**src/rtl/io_tx_buffer.sv**
```systemverilog
// Snoops CPU byte writes to the UART port (0x30000) and stop port (0x30004),
// queues them in a FIFO drained to the UART transmitter. Optional: IO_TX_ZERO_FILTER_EN.
module io_tx_buffer #(
  parameter int DEPTH_BIT   = 4,
  parameter int FULL_MARGIN = 2
) (
  input  logic                 clk_in,
  input  logic                 rst_in,
  input  logic                 rdy_in,
  input  logic [31:0]          mem_a,
  input  logic [7:0]           mem_dout,
  input  logic                 mem_wr,
  output logic [7:0]           tx_data,
  output logic                 tx_valid,
  input  logic                 tx_ready,
  output logic                 io_buffer_full,
  output logic [DEPTH_BIT:0]   count,
  output logic                 overflow,
  output logic                 program_end,
  output logic [1:0]           fsm_state
);

  localparam int DEPTH        = 1 << DEPTH_BIT;
  localparam int FULL_LEVEL_I = DEPTH - FULL_MARGIN;
  localparam logic [DEPTH_BIT:0]   DEPTH_CNT  = {1'b1, {DEPTH_BIT{1'b0}}};
  localparam logic [DEPTH_BIT:0]   FULL_LEVEL = FULL_LEVEL_I[DEPTH_BIT:0];
  localparam logic [DEPTH_BIT:0]   CNT_ONE    = {{DEPTH_BIT{1'b0}}, 1'b1};
  localparam logic [DEPTH_BIT-1:0] PTR_ONE    = {{(DEPTH_BIT-1){1'b0}}, 1'b1};

  typedef enum logic [1:0] {
    ST_RUN      = 2'd0,
    ST_STOPPING = 2'd1,
    ST_DONE     = 2'd2
  } state_t;

  state_t               state;
  logic [7:0]           fifo_mem [DEPTH];
  logic [DEPTH_BIT-1:0] rd_ptr;
  logic [DEPTH_BIT-1:0] wr_ptr;

  logic       io_sel;
  logic       data_wr;
  logic       stop_wr;
  logic       data_ok;
  logic       push_req;
  logic       push;
  logic       pop;
  logic       drop;
  logic       fifo_full;
  logic [7:0] push_byte;
  logic       unused_addr_bits;

  assign unused_addr_bits = ^{mem_a[31:18], mem_a[15:3]};

  // Address decode: only bits 17:16 and 2:0 select the I/O ports.
  assign io_sel  = rdy_in & mem_wr & (mem_a[17:16] == 2'b11);
  assign data_wr = io_sel & (mem_a[2:0] == 3'b000);
  assign stop_wr = io_sel & (mem_a[2:0] == 3'b100);

`ifdef IO_TX_ZERO_FILTER_EN
  assign data_ok = data_wr & (mem_dout != 8'h00);
`else
  assign data_ok = data_wr;
`endif

  // Transmit handshake: a byte transfers on an edge where tx_valid & tx_ready;
  // tx_data holds the FIFO head and stays stable while tx_valid & !tx_ready.
  assign tx_valid       = (count != '0);
  assign tx_data        = fifo_mem[rd_ptr];
  assign io_buffer_full = (count >= FULL_LEVEL);
  assign fsm_state      = state;

  assign fifo_full = (count == DEPTH_CNT);
  assign pop       = tx_valid & tx_ready;
  assign push_req  = (state == ST_RUN) & (data_ok | stop_wr);
  // A simultaneous pop frees the slot, so a push while full is only dropped without one.
  assign push      = push_req & (~fifo_full | pop);
  assign drop      = push_req & fifo_full & ~pop;
  assign push_byte = stop_wr ? 8'h00 : mem_dout;

  always_ff @(posedge clk_in) begin
    if (push) begin
      fifo_mem[wr_ptr] <= push_byte;
    end
  end

  always_ff @(posedge clk_in) begin
    if (rst_in) begin
      rd_ptr      <= '0;
      wr_ptr      <= '0;
      count       <= '0;
      overflow    <= 1'b0;
      program_end <= 1'b0;
      state       <= ST_RUN;
    end else begin
      if (push) begin
        wr_ptr <= wr_ptr + PTR_ONE;
      end
      if (pop) begin
        rd_ptr <= rd_ptr + PTR_ONE;
      end
      case ({push, pop})
        2'b10:   count <= count + CNT_ONE;
        2'b01:   count <= count - CNT_ONE;
        default: count <= count;
      endcase
      if (drop) begin
        overflow <= 1'b1;
      end
      case (state)
        ST_RUN: begin
          if (stop_wr) begin
            state <= ST_STOPPING;
          end
        end
        // Registered count reaching zero means the terminator has already left.
        ST_STOPPING: begin
          if (count == '0) begin
            state       <= ST_DONE;
            program_end <= 1'b1;
          end
        end
        ST_DONE: begin
          program_end <= 1'b1;
        end
        default: begin
          state <= ST_RUN;
        end
      endcase
    end
  end

endmodule

```
**config.mk**
```make
export PLATFORM = sky130hd
export DESIGN_NAME = io_tx_buffer
export DESIGN_NICKNAME = d
export VERILOG_FILES = /design/src/rtl/io_tx_buffer.sv
export SDC_FILE = /design/constraint.sdc
export NUM_CORES = 1
export LEC_CHECK = 0
export CAP_MARGIN = 20
export CORE_MARGIN = 2
export CORE_UTILIZATION = 30
export CTS_CLUSTER_SIZE = 30
export DETAILED_ROUTE_END_ITERATION = 8
export GPL_ROUTABILITY_DRIVEN = 0
export HOLD_SLACK_MARGIN = 0.12
export PLACE_DENSITY = 0.56
export SYNTH_ARGS = -nofsm -noshare
export SYNTH_HDL_FRONTEND = slang
export SYNTH_SLANG_ARGS = --single-unit
```
**constraint.sdc**
```tcl
create_clock -name clk_in -period 3.8 [get_ports clk_in]
set_input_delay 1.14 -clock clk_in [delete_from_list [all_inputs] [get_ports clk_in]]
set_output_delay 1.14 -clock clk_in [all_outputs]
set_load 0.1 [all_outputs]
```
# Yosys cells after proc, flatten, opt, wreduce, memory -nomap -nowiden
# Memory sizes are Yosys's and may differ from the RTL's. A register that Yosys moved wholly into a read port is not among the register bits.
# Cells that the tools add are included.
word_totals:
  register_bits: 17
  mem_bits_rw: 128
  in_bits: 45
  wordCells: 54
  memories: 1
memory_table:
  columns: ["name", "depth", "width", "rd", "rd_clocked_by_memory_dff", "write_ports", "line", "source"]
  rows:
  - ["fifo_mem", 16, 8, 1, 1, 1, "37", "logic [7:0] fifo_mem [DEPTH];"]
op_classes:
  addsub: 4
  magnitude_cmp: 1
  n_eq_ne: 9
  mux: 11
  n_bitwise: 14
  n_reduce_logical: 8
op_table:
  columns: ["cell", "n"]
  rows:
  - ["5-bit case mux with 2 select lines", 1]
  - ["1-bit AND", 9]
  - ["4-bit by 1-bit adder with 4-bit output, second input constant", 2]
  - ["4-bit two-way mux", 2]
  - ["8-bit two-way mux", 1]
  - ["2-bit equality test, second input constant", 3]
  - ["2-bit case mux with 3 select lines", 1]
  - ["5-bit by 1-bit adder with 5-bit output, second input constant", 1]
  - ["5-bit equality test, second input constant", 1]
  - ["5-bit by 4-bit greater-or-equal comparator with 1-bit output, second input constant", 1]
  - ["5-bit logical NOT", 1]
  - ["5-bit nonzero test", 1]
  - ["5-bit by 1-bit subtractor with 5-bit output, second input constant", 1]
  - ["2-bit by 1-bit equality test with 1-bit output, second input constant", 2]
  - ["2-bit two-way mux", 2]
  - ["2-bit inequality test, second input constant", 2]
  - ["2-bit nonzero test", 2]
  - ["3-bit equality test, second input constant", 1]
  - ["3-bit logical NOT", 1]
  - ["1-bit two-way mux", 3]
  - ["1-bit inverter", 3]
  - ["3-bit AND reduction", 1]
  - ["2-bit logical NOT", 1]
  - ["1-bit OR", 2]
  - ["other kinds (2)", 2]

# Logic depth before layout (Yosys ltp)
# Gate-level depths: netlist (run 1).
logic_depth:
  depth_word: 8
  depth_mapped: 9

# Worst setup path before layout (run 1)
# No wires, ideal clock.
synth_timing:
  kind: "flip-flop to output port"
  startpoint: "register count[1]"
  endpoint: "output tx_valid"
  t_arrival_ns: 2.182
  t_required_ns: 2.660
  path_slack_ns: 0.478
  path_stages_with_launch: 4
  path_buffers: 1
  cell_sequence: "dfxtp_1 > clkbuf_1 > nor4_1 > nand2b_1"
synth_via:
  elab_chain_cells: 1
synth_lines:
  columns: ["element", "line", "source"]
  rows:
  - ["start: declaration", "17", "output logic [DEPTH_BIT:0] count,"]
  - ["start signal: assignment", "103", "2'b10: count <= count + CNT_ONE;"]
  - ["start signal: assignment", "104", "2'b01: count <= count - CNT_ONE;"]
  - ["start signal: assignment", "105", "default: count <= count;"]
  - ["5-bit nonzero test", "68", "assign tx_valid = (count != '0);"]
  - ["end: declaration", "14", "output logic tx_valid,"]
# Every way passes these cells.

==> impl_metrics.yaml, run 1 <==
timing:
  final.setup_skew_ns: 0.00717
  fin_crit_sh: 0.956
  finalSetupViolations: 0
  post-route-min-period_ns: 3.63
  rsz0062_at_grt: "false"
  slew_headroom: 0.513
  max_slew.worst_pin.slew_ns: 0.728
  finalHoldViolations: 0
  post-route-worst-setup-slack_ns: 0.166
  setup_total_negative_slack_ns: 0
  fmax_mhz: 275
  slew_viol_final: 0
worst_setup_path:
  worstRegToRegCells: 8
  timing.critical_path.to_type: "output port"
  crit_type: "register to output port"
  critPathLaunchType: "register"
  depth_of_the_critical_timing_path_with_buffers_and_inverters_included: 4
  critical_path_s_top_delay_family: "multiplexers"
  crit_arrival_ns: 2.49
  worst_path_buffer_plus_inverter_count: 2
  path_common_cell: "sky130_fd_sc_hd__mux4_2"
  cell_by_cell_trace_of_the_critical_path: "buf_4 -> mux4_2 -> mux4_2 -> buf_12"
  cpMaxStageDelayCell: "sky130_fd_sc_hd__mux4_2"
  critPathRequiredTime_ns: 2.66
  crit_path_max_fanout: 9
  cpPeakStageDelay_ns: 0.56
layout:
  layout.cells.most_common_list: "sky130_fd_sc_hd__edfxtp_1 (128), sky130_fd_sc_hd__mux4_2 (40), sky130_fd_sc_hd__buf_4 (33)"
  antenna-diode-count: 0
  fraction_of_layout_cells_with_a_size_suffix_above_1: 0.309
  area.growth.synth_to_final_pct: 24.5
  nNetsFinal: 443
  seqCellArea_um2: 4270
  layout_commonest_cell: "sky130_fd_sc_hd__edfxtp_1"
  multi_input_area_um2: 1660
  fillerInstances: 1826
synthesis:
  number_of_synthesis_warnings: 0
  synth_top_area_cell: "sky130_fd_sc_hd__edfxtp_1"
  synth.area.mux_share: 0.151
  postSynthRegisterBits: 149
  area_fraction_of_the_dominant_cell_type_after_synthesis: 0.638
  synth.area.top_cells: "sky130_fd_sc_hd__edfxtp_1 (64%), sky130_fd_sc_hd__mux4_2 (15%), sky130_fd_sc_hd__dfxtp_1 (7.0%)"
  netlist_instances: 329
  synth_async_sr_flop_share: 0
  synthSimpleGateAreaFrac: 0.0741
  syn_nets: 381
  main_combinational_cell_family_by_area_after_synthesis: "multiplexers"
  post_synth_num_cell_types: 41
  synth-edff-count: 128
  synth_compound_area_frac: 0.0239
  synthesis.area_um2: 6020
  avgSynthCellArea_um2: 18.3
  synth-xor-area-share: 0.0116
  synth_flop_cell: "sky130_fd_sc_hd__edfxtp_1"
  yosysSeqAreaShare: 0.708
  synth_fa_ha_area_frac: 0.0145
detailed_routing:
  drc_violations: 0
  routed_wl_um: 12500
  via_count: 3161
  avgRoutedWirePerCell_um: 18.7
  firstDrtPassIters: 4
  drtAntennaViolNets: 0
  vias_per_cell: 4.72
  drt_iter0_drc: 153
clock_network:
  clk_transition_reported_paths_ns: 0.06
  cts_hold_buffers: 0
  cts_root_buf: "sky130_fd_sc_hd__clkbuf_16"
  cts_sinks: 149
  insertion_delay_ns: 0.42
  tritoncts.num_buffers: 17
  clock_tree.buffer_depth: 2
  total_setup_buffers_inserted_after_cts: 0
  postCtsResizedCells: 0
  tritoncts: "done"
  cts_htree_levels: 4
floorplan:
  initial_standard_cell_utilization_of_the_core: 0.308
  io_pins: 64
  vertical_die_dimension_um: 146
  die_width_um: 146
  die_area_um2: 21200
  core_region_area_um2: 19600
  floorplan.rows: 51
placement:
  hpwlAfterDp_um: 8390
  setup_slack_at_placement_ns: 0.226
  number_of_i_o_port_buffers: 36
pwr:
  power.static_leakage_nw: 2.42
  vdd_ir_drop_max_mv: 0.680
  power.density_cell_area_nw_per_um2: 689
grt:
  grt_antenna_before_repair: 0
  grt_usage: 0.126
  first_pass_grt_wire_length_um: 19900
  grt_pass1_vias: 3304
  met1_usage: 0.172
  grt_overflow_total: 0
  maximum_number_of_pins_on_one_net_before_global_route_repair: 33
  grt-busiest-layer: "met2"
  use_met2: 0.199
  met3_usage: 0.0295
run:
  cap_viol_max_count: 0
min_path:
  worst_hold_path_stage_count: 2
  min-delay-path-class: "register to register"
run_status:
  outcome: "finished, final reports clean"
[worst paths after layout]
| kind | slack [ns] | from | endpoint |
|---|---|---|---|
| min | 0.45 | program_end$_SDFFE_PP0P_ | program_end$_SDFFE_PP0P_ |
| max reg2reg | 1.10 | count[1]$_SDFFE_PP0P_ | count[2]$_SDFFE_PP0P_ |
| min reg2reg | 0.45 | program_end$_SDFFE_PP0P_ | program_end$_SDFFE_PP0P_ |
| max | 0.17 | register | tx_data[0] |
[synthesized netlist by cell type, types with 2 or more instances]
library cell,number
sky130_fd_sc_hd__a21oi_1,10
sky130_fd_sc_hd__a31oi_1,2
sky130_fd_sc_hd__and2_1,9
sky130_fd_sc_hd__buf_1,2
sky130_fd_sc_hd__buf_2,3
sky130_fd_sc_hd__clkbuf_1,9
sky130_fd_sc_hd__dfxtp_1,21
sky130_fd_sc_hd__edfxtp_1,128
sky130_fd_sc_hd__ha_1,7
sky130_fd_sc_hd__inv_1,6
sky130_fd_sc_hd__mux4_2,40
sky130_fd_sc_hd__nand2_1,12
sky130_fd_sc_hd__nand2b_1,3
sky130_fd_sc_hd__nand3_1,5
sky130_fd_sc_hd__nand4_1,2
sky130_fd_sc_hd__nor2_1,26
sky130_fd_sc_hd__nor3_1,11
sky130_fd_sc_hd__nor4_1,2
sky130_fd_sc_hd__o21ai_0,3
sky130_fd_sc_hd__xnor2_1,4
sky130_fd_sc_hd__xor2_1,4
[per-layer routing]
layer	wire, um	share of wire
met1	5610	0.45
met2	6050	0.48
met3	699	0.056
met4	176	0.014
met5	0	0
[registers in the layout, indices dropped and copies added (netlist names), named ones only]
signal	cells
count	5
overflow	1
fifo_mem	128
wr_ptr	4
fsm_state	2
program_end	1
rd_ptr	4
[where the power goes]
| group | switching (W) | leakage, nW | internal [W] |
|---|---|---|---|
| logic | 0.000937 | 0.790 | 0.000548 |
| clock network | 0.000666 | 0.306 | 0.00110 |
| registers | 0.0000964 | 1.32 | 0.00182 |
[area by class of cell]
type / count / area share
Inverter: 6 / 0.00300
Clock inverter: 15 / 0.0268
Multi-Input combinational cell: 158 / 0.221
Timing Repair Buffer: 59 / 0.0797
Sequential cell: 149 / 0.568
Clock buffer: 17 / 0.0567
Tap cell: 265 / 0.0442
[per-stage QoR]
step	instances	utilization	total power [W]	hold slack (ns)	area (um2)
after floorplan	329	-	0.00307	0.465	6020
after global placement	637	0.351	0.00344	0.452	6880
after detailed placement	637	0.351	0.00345	0.448	6880
after CTS	669	0.383	0.00522	0.458	7500
after global routing	669	0.383	0.00537	0.490	7500
final	669	0.383	0.00517	0.451	7500
[kinds of logic after synthesis]
logic type / after synthesis
compound gates: 22
xor+xnor: 8
fa+ha+maj: 7
buf+inv: 22
flops: 149
mux: 41
simple gates: 80
[worst register-to-register path, stage by stage (launching register included)]
cell                      delay, ns
sky130_fd_sc_hd__dfxtp_1       0.43
sky130_fd_sc_hd__or4_4         0.57
sky130_fd_sc_hd__o21a_4        0.27
sky130_fd_sc_hd__nand2_1       0.16
sky130_fd_sc_hd__xnor2_1       0.09
sky130_fd_sc_hd__ha_1          0.24
sky130_fd_sc_hd__or4_1         0.53
sky130_fd_sc_hd__and3_1        0.20
sky130_fd_sc_hd__nor3_1        0.15
Note: power is estimated with default switching activity, not from simulation.
==> run 2, diff against run 1 <==
==> constraint.sdc (replaced) <==
create_clock -name clk_in -period 3.8 [get_ports clk_in]
set_input_delay 1.14 -clock clk_in [delete_from_list [all_inputs] [get_ports clk_in]]
set_output_delay 1.14 -clock clk_in [all_outputs]
set_load 0.05 [all_outputs]
==> run 2 against run 1 <==
Largest power group unchanged. Sequential cell count is the same. Global-route usage decreased by 0.51 points. Largest cell class unchanged. Final cell count fell by 0.30%. First-iteration DRC count rose by 65%. Critical endpoint is now tx_data[3].
==> impl_metrics.yaml, run 2 (synthesis results as in run 1) <==
timing:
  finalHoldViolations: 0
  finalSetupViolations: 0
  max_slew.worst_pin.slew_ns: 0.702
  rsz0062_at_grt: "false"
  slew_headroom: 0.531
  slew_viol_final: 0
  final.setup_skew_ns: 0.00700
  setup_total_negative_slack_ns: 0
  fmax_mhz: 279
  fin_crit_sh: 0.943
  post-route-min-period_ns: 3.58
floorplan:
  core_region_area_um2: 19600
  vertical_die_dimension_um: 146
  floorplan.rows: 51
  initial_standard_cell_utilization_of_the_core: 0.308
  io_pins: 64
  die_area_um2: 21200
  die_width_um: 146
layout:
  top_regs: "fifo_mem x128, count x5"
  layout_commonest_cell: "sky130_fd_sc_hd__edfxtp_1"
  fillerInstances: 1833
  fraction_of_layout_cells_with_a_size_suffix_above_1: 0.269
  final_cell_area_um2: 7330
  nNetsFinal: 441
  largest_register_by_flop_count: "fifo_mem"
  largest_register_ff_count: 128
  antenna-diode-count: 0
  area.growth.synth_to_final_pct: 21.7
  layout.cells.most_common_list: "sky130_fd_sc_hd__edfxtp_1 (128), sky130_fd_sc_hd__mux4_2 (40), sky130_fd_sc_hd__clkdlybuf4s50_1 (28), sky130_fd_sc_hd__buf_4 (28), sky130_fd_sc_hd__nor2_1 (26)"
worst_setup_path:
  cell_by_cell_trace_of_the_critical_path: "buf_12 -> mux4_2 -> mux4_2 -> buf_4"
  timing.rr.start: "count[1]$_SDFFE_PP0P_"
  crit_type: "register to output port"
  critPathLaunchType: "register"
  timing.critical_path.to_type: "output port"
  rrSetupSlack_ns: 1.03
  critical_path_s_top_delay_family: "multiplexers"
  crit_path_max_fanout: 29
  crit_arrival_ns: 2.44
  cpMaxStageDelayCell: "sky130_fd_sc_hd__mux4_2"
  worstRegToRegCells: 8
  cpPeakStageDelay_ns: 0.60
  path_common_cell: "sky130_fd_sc_hd__mux4_2"
  worst_path_buffer_plus_inverter_count: 2
  critPathRequiredTime_ns: 2.66
  worstReg2RegEnd: "count[2]$_SDFFE_PP0P_"
grt:
  grt_antenna_before_repair: 0
  grt_pass1_vias: 3243
  grt_overflow_total: 0
  grt_usage: 0.121
  maximum_number_of_pins_on_one_net_before_global_route_repair: 33
  first_pass_grt_wire_length_um: 18900
clock_network:
  tritoncts.num_buffers: 17
  cts_root_buf: "sky130_fd_sc_hd__clkbuf_16"
  clk_transition_reported_paths_ns: 0.06
  cts_hold_buffers: 0
  tritoncts: "done"
  clock_tree.buffer_depth: 2
  insertion_delay_ns: 0.41
  cts_sinks: 149
  cts_htree_levels: 4
  postCtsResizedCells: 0
  total_setup_buffers_inserted_after_cts: 0
min_path:
  worst_hold_path_stage_count: 2
  holdCritStartpoint: "program_end$_SDFFE_PP0P_"
  hold-path-endpoint: "program_end$_SDFFE_PP0P_"
  min-delay-path-class: "register to register"
pwr:
  vdd_ir_drop_max_mv: 0.406
  power.density_cell_area_nw_per_um2: 626
  power.static_leakage_nw: 2.31
detailed_routing:
  vias_per_cell: 4.70
  drtAntennaViolNets: 0
  firstDrtPassIters: 4
  drc_violations: 0
  routed_wl_um: 12300
  drt_iter0_drc: 253
  avgRoutedWirePerCell_um: 18.4
  via_count: 3137
placement:
  placed_cell_area_um2: 6790
  number_of_i_o_port_buffers: 36
  hpwlAfterDp_um: 8120
run_status:
  outcome: "finished, final reports clean"
run:
  cap_viol_max_count: 0
[run 2: changes by cell type in the layout (fill, tap and decap cells not counted)]
cell and change:
sky130_fd_sc_hd__buf_12 -8, sky130_fd_sc_hd__buf_4 -5, sky130_fd_sc_hd__bufinv_16 -3, sky130_fd_sc_hd__clkbuf_1 +3, sky130_fd_sc_hd__clkdlybuf4s50_1 +11, sky130_fd_sc_hd__clkinv_1 +1, sky130_fd_sc_hd__clkinv_4 +1, sky130_fd_sc_hd__inv_6 -1
sky130_fd_sc_hd__inv_8 -1
[run 2: worst max-delay path by stage]
stage,depth (start not counted),slack (ns),endpoint,from
5_1_grt,4,0.11,tx_data[3],register
4_1_cts,4,0.15,tx_data[3],register
3_3_place_gp,10,0.24,count[4]$_SDFFE_PP0P_,mem_a[1]
3_5_place_dp,9,0.20,count[2]$_SDFFE_PP0P_,mem_a[1]
6_report,4,0.22,tx_data[3],register
2_1_floorplan,5,0.67,fifo_mem[0][0]$_DFFE_PP_,mem_a[1]
[run 2: metal layers]
metal	track usage	up-vias	routed length [um]
met4	0.0426	0	145
met2	0.196	74	5960
met5	0	-	0
met1	0.158	1609	5700
li1	-	1440	-
met3	0.0304	14	474
[run 2: area by class of cell]
cell class                 instances  area, um2  area share
clock buffer                      20        437      0.0596
clock inverter                    12        104      0.0142
inverter                           6       22.5     0.00307
multi-input combinational        158       1660       0.226
sequential                       149       4270       0.582
tap                              265        332      0.0452
timing repair buffer              57        510      0.0696
[run 2: stage by stage]
step / setup WS (ns) / util / hold WS [ns] / power [W] / instances
6_report: 0.215 / 0.374 / 0.450 / 0.00459 / 667
5_1_grt: 0.111 / 0.374 / 0.487 / 0.00478 / 667
4_1_cts: 0.154 / 0.374 / 0.457 / 0.00464 / 667
3_5_place_dp: 0.200 / 0.347 / 0.444 / 0.00311 / 635
3_3_place_gp: 0.241 / 0.347 / 0.451 / 0.00309 / 635
2_1_floorplan: 0.667 / - / 0.465 / 0.00279 / 329
[run 2: worst reg2reg max path, delay by kind of cell (launching register included)]
kind | cells | cell delay (ns)
xor+xnor | 1 | 0.09
compound gates | 1 | 0.27
simple gates | 5 | 1.64
flops | 1 | 0.44
fa+ha+maj | 1 | 0.26
[run 2: report_power, final]
part,switching [W],internal [W]
registers,0.0000885,0.00182
logic,0.000662,0.000491
clock network,0.000634,0.000898
total,0.00138,0.00321
